==> src/rtl/conv2_out_stage_if.sv <==
// rtl/conv2_out_stage_if.sv - result stream interface for conv2_out_stage
//  Carries the requantized FIFO head toward pooling / feature-map storage.
//  out_data  : signed requantized result (FIFO head)
//  out_last  : head is the final result of a frame
//  out_valid : FIFO non-empty
//  out_ready : downstream accepts head when out_valid & out_ready
//  master = producer (conv2_out_stage), slave = consumer.
interface conv2_out_stage_if #(
  parameter int OUT_W = 8
);
  logic [OUT_W-1:0] out_data;
  logic             out_last;
  logic             out_valid;
  logic             out_ready;

  modport master (
    output out_data,
    output out_last,
    output out_valid,
    input  out_ready
  );

  modport slave (
    input  out_data,
    input  out_last,
    input  out_valid,
    output out_ready
  );
endinterface

==> src/rtl/conv2_out_stage.sv <==
// rtl/conv2_out_stage.sv - conv2 PE accumulator requantize + output FIFO
//  Captures completed PE sums on acc_last_i, rounds/shifts/ReLUs/saturates to int8,
//  tags frame ends and buffers results in a DEPTH-entry FIFO feeding a valid/ready stream.
//  clk        : clock
//  rst_n      : asynchronous reset, active-low
//  clr_i      : synchronous flush of pipeline, FIFO, frame counter and ovf_o
//  acc_i      : signed PE accumulator value
//  acc_last_i : 1-cycle strobe, acc_i holds a completed sum
//  out_if     : result stream (out_data/out_last/out_valid/out_ready)
//  ovf_o      : sticky, a result was dropped on a full FIFO
//  level_o    : current FIFO occupancy (0..DEPTH)
module conv2_out_stage #(
  parameter int ACC_W     = 20,
  parameter int OUT_W     = 8,
  parameter int SHIFT     = 6,
  parameter int RELU      = 1,
  parameter int DEPTH     = 4,
  parameter int FRAME_LEN = 100
) (
  input  logic                     clk,
  input  logic                     rst_n,
  input  logic                     clr_i,
  input  logic signed [ACC_W-1:0]  acc_i,
  input  logic                     acc_last_i,
  conv2_out_stage_if.master        out_if,
  output logic                     ovf_o,
  output logic [$clog2(DEPTH):0]   level_o
);

  localparam int AW   = $clog2(DEPTH);
  localparam int FC_W = (FRAME_LEN > 1) ? $clog2(FRAME_LEN) : 1;
  localparam logic [FC_W-1:0]      FC_LAST = FC_W'(FRAME_LEN - 1);
  // Half-LSB rounding constant; zero when no shift is applied.
  localparam logic signed [ACC_W:0] RND     = (ACC_W+1)'((1 << SHIFT) >> 1);
  localparam logic signed [ACC_W:0] SAT_MAX = (ACC_W+1)'((1 << (OUT_W-1)) - 1);
  localparam logic signed [ACC_W:0] SAT_MIN = ~SAT_MAX;
  localparam logic [AW:0]           LVL_FULL = (AW+1)'(DEPTH);

  // ---------------- stage 1: round and shift ----------------
  logic signed [ACC_W:0] w_sum;
  logic signed [ACC_W:0] w_shr;
  logic                  r_s1_valid;
  logic                  r_s1_last;
  logic signed [ACC_W:0] r_s1_val;
  logic [FC_W-1:0]       r_frame_cnt;

  // One extra bit of headroom so adding the rounding constant cannot wrap.
  assign w_sum = $signed({acc_i[ACC_W-1], acc_i}) + RND;
  assign w_shr = w_sum >>> SHIFT;

  always_ff @(posedge clk or negedge rst_n) begin
    if (!rst_n) begin
      r_s1_valid  <= 1'b0;
      r_s1_last   <= 1'b0;
      r_s1_val    <= '0;
      r_frame_cnt <= '0;
    end else if (clr_i) begin
      r_s1_valid  <= 1'b0;
      r_s1_last   <= 1'b0;
      r_s1_val    <= '0;
      r_frame_cnt <= '0;
    end else begin
      r_s1_valid <= acc_last_i;
      if (acc_last_i) begin
        r_s1_val  <= w_shr;
        r_s1_last <= (r_frame_cnt == FC_LAST);
        // Counts every strobe, even ones later dropped, to keep frame alignment.
        r_frame_cnt <= (r_frame_cnt == FC_LAST) ? '0 : r_frame_cnt + FC_W'(1);
      end
    end
  end

  // ---------------- stage 2: ReLU and saturate ----------------
  logic signed [ACC_W:0] w_relu;
  logic [OUT_W-1:0]      w_sat;

  always_comb begin
    w_relu = r_s1_val;
    if ((RELU != 0) && r_s1_val[ACC_W]) begin
      w_relu = '0;
    end
    w_sat = w_relu[OUT_W-1:0];
    if (w_relu > SAT_MAX) begin
      w_sat = SAT_MAX[OUT_W-1:0];
    end else if (w_relu < SAT_MIN) begin
      w_sat = SAT_MIN[OUT_W-1:0];
    end
  end

  // ---------------- output FIFO ----------------
  logic [OUT_W:0]  r_mem [DEPTH];
  logic [AW-1:0]   r_wptr;
  logic [AW-1:0]   r_rptr;
  logic [AW:0]     r_level;
  logic            r_ovf;
  logic            w_full;
  logic            w_nonempty;
  logic            w_pop;
  logic            w_push;
  logic            w_drop;
  logic [OUT_W:0]  w_head;

  assign w_full     = (r_level == LVL_FULL);
  assign w_nonempty = (r_level != '0);
  assign w_pop      = w_nonempty & out_if.out_ready;
  // A full FIFO still accepts a push when the head leaves in the same cycle.
  assign w_push     = r_s1_valid & (~w_full | w_pop);
  assign w_drop     = r_s1_valid & w_full & ~w_pop;

  always_ff @(posedge clk) begin
    if (w_push && !clr_i) begin
      r_mem[r_wptr] <= {r_s1_last, w_sat};
    end
  end

  always_ff @(posedge clk or negedge rst_n) begin
    if (!rst_n) begin
      r_wptr  <= '0;
      r_rptr  <= '0;
      r_level <= '0;
      r_ovf   <= 1'b0;
    end else if (clr_i) begin
      r_wptr  <= '0;
      r_rptr  <= '0;
      r_level <= '0;
      r_ovf   <= 1'b0;
    end else begin
      if (w_push) begin
        r_wptr <= r_wptr + AW'(1);
      end
      if (w_pop) begin
        r_rptr <= r_rptr + AW'(1);
      end
      case ({w_push, w_pop})
        2'b10:   r_level <= r_level + (AW+1)'(1);
        2'b01:   r_level <= r_level - (AW+1)'(1);
        default: r_level <= r_level;
      endcase
      if (w_drop) begin
        r_ovf <= 1'b1;
      end
    end
  end

  // Storage is not reset, so the head is masked to zero while the FIFO is empty.
  assign w_head           = r_mem[r_rptr];
  assign out_if.out_valid = w_nonempty;
  assign out_if.out_data  = w_nonempty ? w_head[OUT_W-1:0] : '0;
  assign out_if.out_last  = w_nonempty ? w_head[OUT_W] : 1'b0;
  assign ovf_o            = r_ovf;
  assign level_o          = r_level;

endmodule
==> src/flat_wrapper.sv <==
// flat-port wrapper written by rule: the top's interface ports become plain ports
module conv2_out_stage_flat 
#(
  parameter int ACC_W     = 20,
  parameter int OUT_W     = 8,
  parameter int SHIFT     = 6,
  parameter int RELU      = 1,
  parameter int DEPTH     = 4,
  parameter int FRAME_LEN = 100
)
  (clk, rst_n, clr_i, acc_i, acc_last_i, ovf_o, level_o, out_if_out_data, out_if_out_last, out_if_out_valid, out_if_out_ready);
  conv2_out_stage_if #(.OUT_W(OUT_W)) out_if_i ();
  input  logic clk;
  input  logic rst_n;
  input  logic clr_i;
  input  logic signed [ACC_W-1:0] acc_i;
  input  logic acc_last_i;
  output logic ovf_o;
  output logic [$clog2(DEPTH):0] level_o;
  output wire logic [$bits(out_if_i.out_data)-1:0] out_if_out_data;
  output wire logic [$bits(out_if_i.out_last)-1:0] out_if_out_last;
  output wire logic [$bits(out_if_i.out_valid)-1:0] out_if_out_valid;
  input wire logic [$bits(out_if_i.out_ready)-1:0] out_if_out_ready;
  assign out_if_out_data = out_if_i.out_data;
  assign out_if_out_last = out_if_i.out_last;
  assign out_if_out_valid = out_if_i.out_valid;
  assign out_if_i.out_ready = out_if_out_ready;
  conv2_out_stage #(.ACC_W(ACC_W), .OUT_W(OUT_W), .SHIFT(SHIFT), .RELU(RELU), .DEPTH(DEPTH), .FRAME_LEN(FRAME_LEN)) u_core (.clk(clk), .rst_n(rst_n), .clr_i(clr_i), .acc_i(acc_i), .acc_last_i(acc_last_i), .out_if(out_if_i), .ovf_o(ovf_o), .level_o(level_o));
endmodule
==> config.mk <==
export PLATFORM = sky130hd
export DESIGN_NAME = conv2_out_stage_flat
export DESIGN_NICKNAME = d
export VERILOG_FILES = /design/src/rtl/conv2_out_stage_if.sv /design/src/rtl/conv2_out_stage.sv /design/src/flat_wrapper.sv
export SDC_FILE = /design/constraint.sdc
export NUM_CORES = 1
export LEC_CHECK = 0
export BUFFER_PORTS_ARGS = -buffer_cell sky130_fd_sc_hd__buf_2
export CAP_MARGIN = 30
export CORE_AREA = 8 8 95 97
export CTS_CLUSTER_DIAMETER = 100
export DETAILED_ROUTE_END_ITERATION = 8
export DIE_AREA = 0 0 103 105
export GPL_ROUTABILITY_DRIVEN = 0
export HOLD_SLACK_MARGIN = 0.15
export PLACE_DENSITY = 0.68
export SETUP_SLACK_MARGIN = 0.1
export SLEW_MARGIN = 30
export SYNTH_ARGS = -nofsm -noshare
export SYNTH_HDL_FRONTEND = slang
export SYNTH_SLANG_ARGS = --single-unit
==> constraint.sdc <==
create_clock -name clk -period 2.9 [get_ports clk]
set_clock_uncertainty 0.2 [all_clocks]
set_input_delay 0.145 -clock clk [delete_from_list [all_inputs] [get_ports clk]]
set_output_delay 0.145 -clock clk [all_outputs]
set_load 0.005 [all_outputs]
# After elaboration in Yosys (flattened, before gate mapping)
# Memories as Yosys holds them, arrays and structs flattened.
# Cells that the tools add are included.
# totals
ff_bits,38
latchBits,0
ram_bits,36
romBits,0
inputBits,25
output_inout_bits,14
word_cells,59
n_memories,1
# mem_list
name,depth,word_bits,rd,rd_clocked_by_memory_dff,write_ports,line_no,rtl
u_core.r_mem,4,9,1,0,1,conv2_out_stage.sv:91,logic [OUT_W:0] r_mem [DEPTH];
# op_classes
addsub,6
multipliers,0
div,0
magnitude_cmp,2
eq_ne,4
shifts,0
mux,23
n_bitwise,7
reduce_logical,8
# ops
operator,n
$mux W21,2
$mux W8,3
$add A20 B7 Y21 const B,1
$lt A21 B8 Y1 const B,1
$mux W7,3
$gt A20 B7 Y1 const B,1
$mux W20,1
$mux W1,8
$mux W2,4
$reduce_bool A2 Y1,4
$add A7 B1 Y7 const B,1
$eq A7 B7 Y1 const B,1
$pmux W3 S2,1
$reduce_bool A3 Y1,2
$add A2 B1 Y2 const B,2
$and A1 B1 Y1,4
$add A3 B1 Y3 const B,1
$eq A3 B3 Y1 const B,1
$mux W3,1
$sub A3 B1 Y3 const B,1
$eq A2 B1 Y1 const B,1
$eq A2 B2 Y1 const B,1
$not A1 Y1,2
$logic_and A1 B1 Y1,1
2 further kinds,2

# Longest topological paths before layout
# Gate-level depths: netlist of the first run.
# logic_depth
depth_word,7
mapped_depth,8
ltp_nobuf,8

# Worst setup path after synthesis of the first run
# No wires, ideal clock.
# synth_timing
kind,reg-to-reg
startpoint,register u_core.r_level[0] (netlist: u_core.level_o[0])
endpoint,register u_core.r_level[2] (netlist: u_core.level_o[2])
arrival_time_ns,2.000
setup_slack_ns,0.568
path_stages_with_launch,9
path_buffers,0
cell_sequence,dfrtp_1 -> or3_1 -> nand2_1 -> nor2_1 -> fa_1 -> and3b_1 -> a21o_1 -> a221oi_1 -> nor2_1
# synth_via
elab_chain_len,7
# synth_rtl
item,line_no,rtl
"start, declared",conv2_out_stage.sv:94,logic [AW:0] r_level;
"start signal, assigned",conv2_out_stage.sv:135,2'b10: r_level <= r_level + (AW+1)'(1);
"start signal, assigned",conv2_out_stage.sv:136,2'b01: r_level <= r_level - (AW+1)'(1);
"start signal, assigned",conv2_out_stage.sv:137,default: r_level <= r_level;
$reduce_bool A3 Y1 / $eq A3 B3 Y1 (equally long branches),"conv2_out_stage.sv:104, conv2_out_stage.sv:103",
$and A1 B1 Y1 / $not A1 Y1 (equally long branches),"conv2_out_stage.sv:105, conv2_out_stage.sv:107",
$or A1 B1 Y1,conv2_out_stage.sv:107,assign w_push = r_s1_valid & (~w_full | w_pop);
$and A1 B1 Y1,conv2_out_stage.sv:107,
$eq A2 B1 Y1 / $eq A2 B2 Y1 (equally long branches),conv2_out_stage.sv:134,"case ({w_push, w_pop})"
$pmux W3 S2,conv2_out_stage.sv:134,
$mux W3,conv2_out_stage.sv:122,end else if (clr_i) begin
# Parallel ways exist; a longest one is shown, timed or not.
# A chain may end at the register's enable or synchronous reset.

# Worst setup path in the final report of the first run
# layout_timing
startpoint,input acc_i[13]
endpoint,register u_core.r_s1_val[11]
# layout_via
elab_chain_len,3
# layout_rtl
item,line_no,rtl
"start, declared",flat_wrapper.sv:16,input logic signed [ACC_W-1:0] acc_i;
$add A20 B7 Y21,conv2_out_stage.sv:48,"assign w_sum = $signed({acc_i[ACC_W-1], acc_i}) + RND;"
$mux W21,conv2_out_stage.sv:64,if (acc_last_i) begin
$mux W21,conv2_out_stage.sv:57,end else if (clr_i) begin
"end signal, assigned",conv2_out_stage.sv:65,r_s1_val <= w_shr;
"end, declared",conv2_out_stage.sv:44,logic signed [ACC_W:0] r_s1_val;
# Every way passes these cells. The select of a mux whose other input is x is not followed.

==> results of run 1 <==
==> report_power, final <==
group          switching (mW)  total [mW]  internal, mW
Sequential             0.0303        1.09          1.06
Clock                   0.329       0.686         0.357
Combinational           0.123       0.245         0.122
Total                   0.482        2.02          1.54
==> cells by family after synthesis <==
logic type	synth area share
xor+xnor	0.0481
flops	0.574
buf+inv	0.0340
mux	0.0679
other cells	0.00114
simple gates	0.158
fa+ha+maj	0.0290
compound gates	0.0874
==> cells in the final DEF, fill, tap and decap left out, types with 2 or more instances in the layout <==
master and n:
edfxtp_1 36, dlygate4sd3_1 34, dfrtp_1 32, buf_2 31, nor2_1 27, and2_1 15, nand2_1 13, a21oi_1 13
xor2_1 13, inv_1 12, nand3_1 12, clkbuf_8 11, a211oi_1 10, mux4_2 9, nand4_1 8, ha_1 6
xnor2_1 5, nand2b_1 4, conb_1 4, o21ai_0 3, nor3_1 3, a41oi_1 3, a311oi_1 3, clkbuf_1 3
buf_4 3, or3_1 2, or4_1 2, mux2i_1 2
==> flip-flops by register name, summed over array words and instances, names as in the netlist <==
signal / flops
u_core.ovf_o: 1
u_core.r_s1_valid: 1
u_core.r_frame_cnt: 7
u_core.r_rptr: 2
u_core.r_s1_last: 1
u_core.level_o: 3
u_core.r_s1_val: 15
u_core.r_wptr: 2
u_core.r_mem: 36
==> final timing paths <==
check,to,from,depth (start not counted)
worst max-delay path,u_core.r_s1_val[11],acc_i[13],8
worst min-delay path,u_core.r_s1_val[1],acc_last_i,3
worst max register to register,u_core.level_o[2],u_core.level_o[0],8
worst min register to register,u_core.r_frame_cnt[6],u_core.r_frame_cnt[6],1
max in group asynchronous,u_core.r_s1_val[2],rst_n,2
min in group asynchronous,u_core.r_frame_cnt[5],rst_n,2
==> timing repair <==
item | 4_1_cts | 5_1_grt
gates resized for setup | 0 | 4
hold endpoints to repair | 61 | 0
endpoints found under the setup margin | 0 | 2
hold buffers | 35 | 0
==> area by class of cell <==
cell class,count,area [um^2]
clock buffer,14,163
clock inverter,2,11.3
fill,667,3480
inverter,12,45.0
multi-input combinational,179,1310
sequential,68,1880
tap,102,128
timing repair buffer,68,518
==> worst max-delay path: cells and delay by family <==
family / cells / cell delay [ns]
AOI/OAI and AO/OA: 1 / 0.23
buffers and inverters: 4 / 1.83
and+or+nand+nor: 3 / 0.62
==> cells in the mapped netlist (4+ instances only) <==
cell and instances:
xor2_1 13, and2_1 15, inv_1 12, dfrtp_1 32
a21oi_1 13, a211oi_1 10, nand2b_1 4, clkbuf_1 10
mux4_2 9, a311oi_1 4, nand2_1 13, ha_1 6
nand4_1 8, nand3_1 12, nor2_1 27, xnor2_1 5
edfxtp_1 36
==> routing by layer <==
metal,vias up,wire length [um]
met3,5,333
li1,1121,-
met1,1076,2750
met4,0,60
met5,-,0
met2,48,3270
==> per-stage QoR <==
step	setup slack (ns)	total power, mW	instance area [um^2]	cells	hold WS (ns)
global route	0.0706	2.12	4050	445	0.197
CTS	0.154	2.05	4050	446	0.150
finish	0.147	2.02	4050	445	0.180
global placement	0.478	1.30	3520	395	0.0433
detailed placement	0.431	1.31	3520	395	0.0393
floorplan	0.568	1.23	3290	274	-0.351
==> out/results.txt, run 1 <==
Post-synth cell types: 47
Max Clk Rate: 0.363 GHz
Top cells by area, synth: edfxtp_1 (33%), dfrtp_1 (24%), mux4_2 (6.2%), xor2_1 (3.5%), nor2_1 (3.1%)
CTS tree: yes
EDFF count, synth: 36
First-pass GRT wire length: 10.8 mm
Crit Path Category: input port to flip-flop
DR vias/cell: 5.06
Critical Path End Type: flip-flop
Cells after synthesis: 271
Biggest area consumer among synthesized cells: edfxtp_1
R2R setup slack: 0.43 ns
Nets@finish: 370
Pre-Repair DR Iteration Count: 4
CP Cell Sequence: dlygate4sd3_1 -> buf_2 -> and4_4 -> nand2_1 -> or3_1 -> dlygate4sd3_1 -> a311oi_2 -> dlygate4sd3_1
Post-Route WL: 6.42 mm
Clk slew on worst S/H paths: 0.07 ns
Total Neg Setup Slack: 0 ns
Die width: 103 um
Fin. Hold Viols: 0
Worst skew pair latency: 0.34 ns
Fin. max-slew vios: 0
Final critical-path required period: 2.75 ns
# port buffers: 33
Die ar.: 10,800 um^2
Met1 GRT Util: 0.150
Initial antenna violation count: 0
Peak VDD IR: 0.217 mV
Setup-failing EPs final: 0
Synthesized area: 3280 um^2
Setup Buffers After CTS: 0
Vias in the first global route: 2,308
CP Launch Type: input port
Mapped Avg Cell Area: 12.1 um^2
Required @ worst endpoint: 2.98 ns
Routed Antenna Nets: 0
Worst slew margin: 0.515
Hold Crit Class: input port to flip-flop
GR peak layer: met2
Worst path max stage delay: 0.57 ns
Row count: 32
Crit-path max FO: 4
Die H: 105 um
CTS buffer count: 9
Area Overhead vs Synth: 23.6%
Unrepaired setup endpoints after global routing: true
Gr ovfl total: 0
Status: finished clean
Largest net degree at the start of global routing: 41
M3 GR Usage: 0.0451
Ys Warns: 0
Final core utilization: 0.538
Post-synth top area share: 0.330
Initial Util: 0.436
DP Wirelength: 4.16 mm
Via count: 2,250
CORE AREA: 7530 um^2
Max-Cap Viols: 0
Seq/Total Area, Yosys: 0.574
GR Layer Usage met2: 0.214
CP max-delay cell: dlygate4sd3_1
Antenna diodes: 0
Worst Max-Slew Pin Slew: 0.727 ns
Critical Path AT: 2.83 ns
Detailed Route Iter0 Violations: 142
Clk sinks: 68
DRC Markers: 0
H-tree level count: 3
I/O pins: 39
CP dominant cell by count: dlygate4sd3_1
Layout cells sized above 1: 0.181
Tot GR Track Use: 0.131
Asr flop ratio synth: 0.471
PD cells: 498 nW/um^2
Clk buf depth: 2
Top FF cell, synth: edfxtp_1
Seq cells post-synth: 68
Final period utilization: 0.949
CTS root buf: clkbuf_8
Avg WL per Cell: 14.4 um
Leak: 1.61 nW
Power figures use the tool's default switching activity.
==> run 2, diff against run 1 <==
Settings changed: CORE_AREA 8 8 95 97 to 8 8 120 78, DIE_AREA 0 0 103 105 to 0 0 128 86.
==> out/results.txt, run 2 (synthesis results as in run 1) <==
Status: finished clean
Crit Path Category: input port to flip-flop
Detailed Route Iter0 Violations: 90 (-37%)
Finished Layout Cells: 444 (-0.22%)
Switching Power: 0.548 mW (+14%)
Commonest non-fill, non-tap cell in the layout: edfxtp_1
Sequential Power Share: 0.468 (-0.071)
H-tree level count: 3 (unchanged)
Final critical-path required period: 2.65 ns (-0.103 ns)
Logic pwr share: 0.101 (-0.020)
Gr ovfl total: 0 (unchanged)
Max-Cap Viols: 0 (unchanged)
Clk slew on worst S/H paths: 0.06 ns (about the same)
# port buffers: 33 (unchanged)
Nets@finish: 363 (-1.9%)
P_int: 1.78 mW (+16%)
Fin. max-slew vios: 0 (unchanged)
Die H: 86 um (-18%)
Die width: 128 um (+24%)
Cell Area, Placed: 3530 um^2 (+0.21%)
DRC Markers: 0 (unchanged)
Antenna diodes: 0 (unchanged)
CORE AREA: 7570 um^2 (+0.57%)
CTS tree: yes
Unrepaired setup endpoints after global routing: false
Hold Crit Class: input port to flip-flop
Critical Path AT: 2.66 ns (-0.17 ns)
CP Launch Type: input port
DR vias/cell: 5.09 (+0.63%)
CP max-delay cell: dlygate4sd3_1
Avg WL per Cell: 14.6 um (+1.4%)
Die ar.: 11,000 um^2 (+1.8%)
CP Cell Sequence: dlygate4sd3_1 -> buf_2 -> and4_2 -> nand3_1 -> o21ai_0 -> dlygate4sd3_1 -> a311oi_1 -> dlygate4sd3_1
Post-Route WL: 6.50 mm (+1.2%)
PD cells: 569 nW/um^2 (+14%)
Max reg flops: 36 (unchanged)
Pre-Repair DR Iteration Count: 4 (unchanged)
First-pass GRT wire length: 11.2 mm (+3.3%)
Via count: 2,259 (+0.40%)
Leak: 1.62 nW (+0.43%)
Max Clk Rate: 0.377 GHz (+3.9%)
Share of total power in the clock network: 0.431 (+0.091)
I/O pins: 39 (unchanged)
Fin. Hold Viols: 0 (unchanged)
Initial antenna violation count: 0 (unchanged)
Clk buf depth: 2 (unchanged)
Largest net degree at the start of global routing: 41 (unchanged)
Overall power: 2.32 mW (+15%)
Setup-failing EPs final: 0 (unchanged)
Fin area: 4090 um^2 (+0.90%)
Placed Cells: 401 (+1.5%)
Top Registers: u_core.r_mem x36, u_core.r_s1_val x15, u_core.r_frame_cnt x7
Row count: 25 (-22%)
Area Overhead vs Synth: 24.7%
Total Neg Setup Slack: 0 ns (unchanged)
Worst Max-Slew Pin Slew: 0.721 ns (-0.00578 ns)
Worst skew pair latency: 0.33 ns (about the same)
Final period utilization: 0.914 (-0.0357)
DP Wirelength: 4.31 mm (+3.6%)
Vias in the first global route: 2,345 (+1.6%)
Layout cells sized above 1: 0.190 (+0.00972)
Critical Path End Type: flip-flop
Tot GR Track Use: 0.127 (-0.00331)
CP dominant cell by count: dlygate4sd3_1
Peak VDD IR: 0.202 mV (-6.9%)
Initial Util: 0.433 (-0.00245)
Clk sinks: 68 (unchanged)
Routed Antenna Nets: 0 (unchanged)
Worst slew margin: 0.519 (+0.00385)
Net Sw Frac: 0.236 (-0.00323)
Worst path max stage delay: 0.59 ns (+0.02 ns)
Hold Slack: 0.190 ns (+0.0100 ns)
Required @ worst endpoint: 2.91 ns (-0.07 ns)
Setup Buffers After CTS: 0 (unchanged)
Crit-path max FO: 7 (+3)
CTS buffer count: 9 (unchanged)
Largest Register: u_core.r_mem
CTS root buf: clkbuf_16
Commonest non-fill, non-tap cells in the layout: edfxtp_1 (36), buf_2 (33), dfrtp_1 (32)
## run 2: final cells by class
type                            instances  area, um^2
Tap cell                              108         135
Clock buffer                           10         239
Sequential cell                        68        1880
Inverter                               12        45.0
Multi-Input combinational cell        179        1300
Fill cell                             655        3480
Timing Repair Buffer                   61         443
Clock inverter                          6        46.3
## run 2: final timing paths
check | cells after the start | slack [ns] | to | startpoint
setup / recovery | 8 | 0.25 | u_core.r_s1_val[11] | acc_i[7]
hold / removal | 3 | 0.19 | u_core.r_frame_cnt[1] | acc_last_i
setup reg to reg | 8 | 0.44 | u_core.level_o[2] | u_core.level_o[0]
hold reg to reg | 1 | 0.32 | u_core.r_frame_cnt[6] | u_core.r_frame_cnt[6]
max in group asynchronous | 2 | 1.83 | u_core.r_s1_valid | rst_n
min in group asynchronous | 2 | 0.21 | u_core.r_s1_val[9] | rst_n
## run 2: worst max-delay path: cells and delay by family
kind / cells / cell delay (ns)
simple gates: 2 / 0.43
buf+inv: 4 / 1.83
compound gates: 2 / 0.25
## run 2: timing repair
item / in CTS / in global routing
hold buffers: 27 / 0
hold endpoints to repair: 57 / 0
resized for setup: 0 / 1
setup endpoints to repair: 0 / 1
## run 2: through the flow
| step | setup slack, ns | utilization |
|---|---|---|
| floorplan | 0.568 | - |
| global placement | 0.471 | 0.466 |
| detailed placement | 0.454 | 0.466 |
| CTS | 0.245 | 0.540 |
| global route | 0.141 | 0.540 |
| finish | 0.251 | 0.540 |
## run 2: routing by layer
layer / vias up / GRT usage / part of all wire
li1: 1108 / - / -
met1: 1098 / 0.160 / 0.47
met2: 46 / 0.200 / 0.46
met3: 7 / 0.0464 / 0.049
met4: 0 / 0.0386 / 0.012
met5: - / 0 / 0
## run 2: power by group through the flow
stage	sequential [mW]	combinational (mW)	clock [mW]
after floorplan	1.09	0.141	0
after global placement	1.11	0.203	0
after detailed placement	1.11	0.207	0
after CTS	1.09	0.236	1.02
after global routing	1.09	0.263	1.07
final	1.09	0.234	1.00
==> run 3, diff against run 2 <==
Clock period 2.9 ns to 2.55 ns, I/O delays scaled along.
==> out/results.txt, run 3 (synthesis results as in run 1) <==
Status: finished clean
DR vias/cell: 5.11 (+0.40%)
Largest net degree at the start of global routing: 41 (unchanged)
Critical Path End Type: flip-flop
M3 GR Usage: 0.0384 (-0.00805)
CTS root buf: clkbuf_16
Leak: 1.66 nW (+2.3%)
Overall power: 2.74 mW (+18%)
Critical Path AT: 2.29 ns (-0.37 ns)
Peak VDD IR: 0.298 mV (+47%)
Initial antenna violation count: 0 (unchanged)
GR Layer Usage met2: 0.205 (+0.00526)
Vias in the first global route: 2,357 (+0.51%)
Max reg flops: 36 (unchanged)
Gr ovfl total: 0 (unchanged)
Pre-Repair DR Iteration Count: 4 (unchanged)
Worst Max-Slew Pin Slew: 0.705 ns (-0.0169 ns)
CP max-delay cell: or3_1
Commonest non-fill, non-tap cell in the layout: edfxtp_1
CP Launch Type: flip-flop
Via count: 2,309 (+2.2%)
Post-Route WL: 6.79 mm (+4.5%)
Commonest non-fill, non-tap cells in the layout: edfxtp_1 (36), buf_2 (33), dfrtp_1 (32)
Fin area: 4170 um^2 (+2.0%)
First-pass GRT wire length: 11.7 mm (+5.0%)
Worst skew pair latency: 0.32 ns (about the same)
Avg WL per Cell: 15.0 um (+2.7%)
Nets@finish: 371 (+2.2%)
Crit Path Category: flip-flop to flip-flop
Placed Cells: 407 (+1.5%)
Dpl ws: 0.202 ns (-0.252 ns)
Unrepaired setup endpoints after global routing: false
I/O pins: 39 (unchanged)
CP top delay family: simple AND/OR/NAND/NOR gates
Fin. max-slew vios: 0 (unchanged)
CTS buffer count: 9 (unchanged)
Cell Area, Placed: 3580 um^2 (+1.3%)
Fin. Hold Viols: 0 (unchanged)
Max Clk Rate: 0.436 GHz
Final period utilization: 0.899
Fill cells: 657 (+0.31%)
Hold Slack: 0.0869 ns (-0.104 ns)
H-tree level count: 3 (unchanged)
Setup-failing EPs final: 0 (unchanged)
Clk slew on worst S/H paths: 0.06 ns (about the same)
Top Registers: u_core.r_mem x36, u_core.r_s1_val x15, u_core.r_frame_cnt x7
Crit-path max FO: 3 (-4)
DRC Markers: 0 (unchanged)
GR peak layer: met2
Fin worst setup slack: 0.256 ns (+0.00587 ns)
Die width: 128 um (unchanged)
Required @ worst endpoint: 2.55 ns (-0.36 ns)
Die ar.: 11,000 um^2 (unchanged)
Routed Antenna Nets: 0 (unchanged)
Met1 GRT Util: 0.179 (+0.0189)
Hold Crit Class: input port to flip-flop
Tot GR Track Use: 0.134 (+0.00712)
Worst path max stage delay: 0.39 ns (-0.20 ns)
Final core utilization: 0.551 (+0.0107)
Total Neg Setup Slack: 0 ns (unchanged)
Die H: 86 um (unchanged)
Row count: 25 (unchanged)
Largest Register: u_core.r_mem
Area Overhead vs Synth: 27.2%
Worst slew margin: 0.530 (+0.0112)
Clk buf depth: 2 (unchanged)
CORE AREA: 7570 um^2 (unchanged)
Worst path bufs/invs: 0 (-4)
Initial Util: 0.433 (unchanged)
Antenna diodes: 0 (unchanged)
Detailed Route Iter0 Violations: 137 (+52%)
PD cells: 656 nW/um^2 (+15%)
CTS tree: yes
CP dominant cell by count: nor2_1
Finished Layout Cells: 452 (+1.8%)
Layout cells sized above 1: 0.203 (+0.0130)
Clk sinks: 68 (unchanged)
Max-Cap Viols: 0 (unchanged)
Final critical-path required period: 2.29 ns
CP Cell Sequence: or3_1 -> nand2_1 -> nor2_1 -> fa_2 -> and3b_1 -> a21o_1 -> a221oi_1 -> nor2_1
DP Wirelength: 4.44 mm (+3.0%)
# port buffers: 33 (unchanged)
## run 3: repair_timing
action                                  CTS  global route
gates resized for setup                   0             1
endpoints found under the hold margin    57             0
endpoints found under the setup margin    0             2
setup buffers                             0             0
hold buffers                             30             0
## run 3: worst min-delay path: stages
cell,delay [ns]
buf_2,0.10
nand3_1,0.08
o21ai_0,0.18
a311oi_1,0.09
## run 3: path summary, 6_finish.rpt
path | cells after the start | to | startpoint | slack (ns)
worst max-delay path | 8 | u_core.level_o[2] | u_core.level_o[2] | 0.26
worst min-delay path | 4 | u_core.r_s1_val[11] | acc_i[16] | 0.09
worst max register to register | 8 | u_core.level_o[2] | u_core.level_o[2] | 0.26
worst min register to register | 1 | u_core.r_frame_cnt[6] | u_core.r_frame_cnt[6] | 0.31
max in group asynchronous | 2 | u_core.r_frame_cnt[5] | rst_n | 1.50
min in group asynchronous | 2 | u_core.r_s1_val[11] | rst_n | 0.19
## run 3: area by class of cell
type | count | area [um^2] | area share
clock inverters | 7 | 75.1 | 0.0180
multi-input cells | 179 | 1300 | 0.312
clock buffers | 9 | 225 | 0.0540
flip-flops and latches | 68 | 1880 | 0.451
inverters | 12 | 45.0 | 0.0108
repair buffers | 69 | 508 | 0.122
well taps | 108 | 135 | 0.0324
## run 3: report_power, final
| group | leakage (nW) | internal [mW] | switching [mW] |
|---|---|---|---|
| registers | 0.754 | 1.20 | 0.0234 |
| clock network | 0.138 | 0.760 | 0.456 |
| logic | 0.765 | 0.137 | 0.155 |
## run 3: per-layer routing
| metal | part of all wire | up-vias |
|---|---|---|
| met5 | 0 | - |
| met4 | 0.0088 | 0 |
| met3 | 0.059 | 6 |
| met2 | 0.47 | 57 |
| met1 | 0.46 | 1119 |
| li1 | - | 1127 |
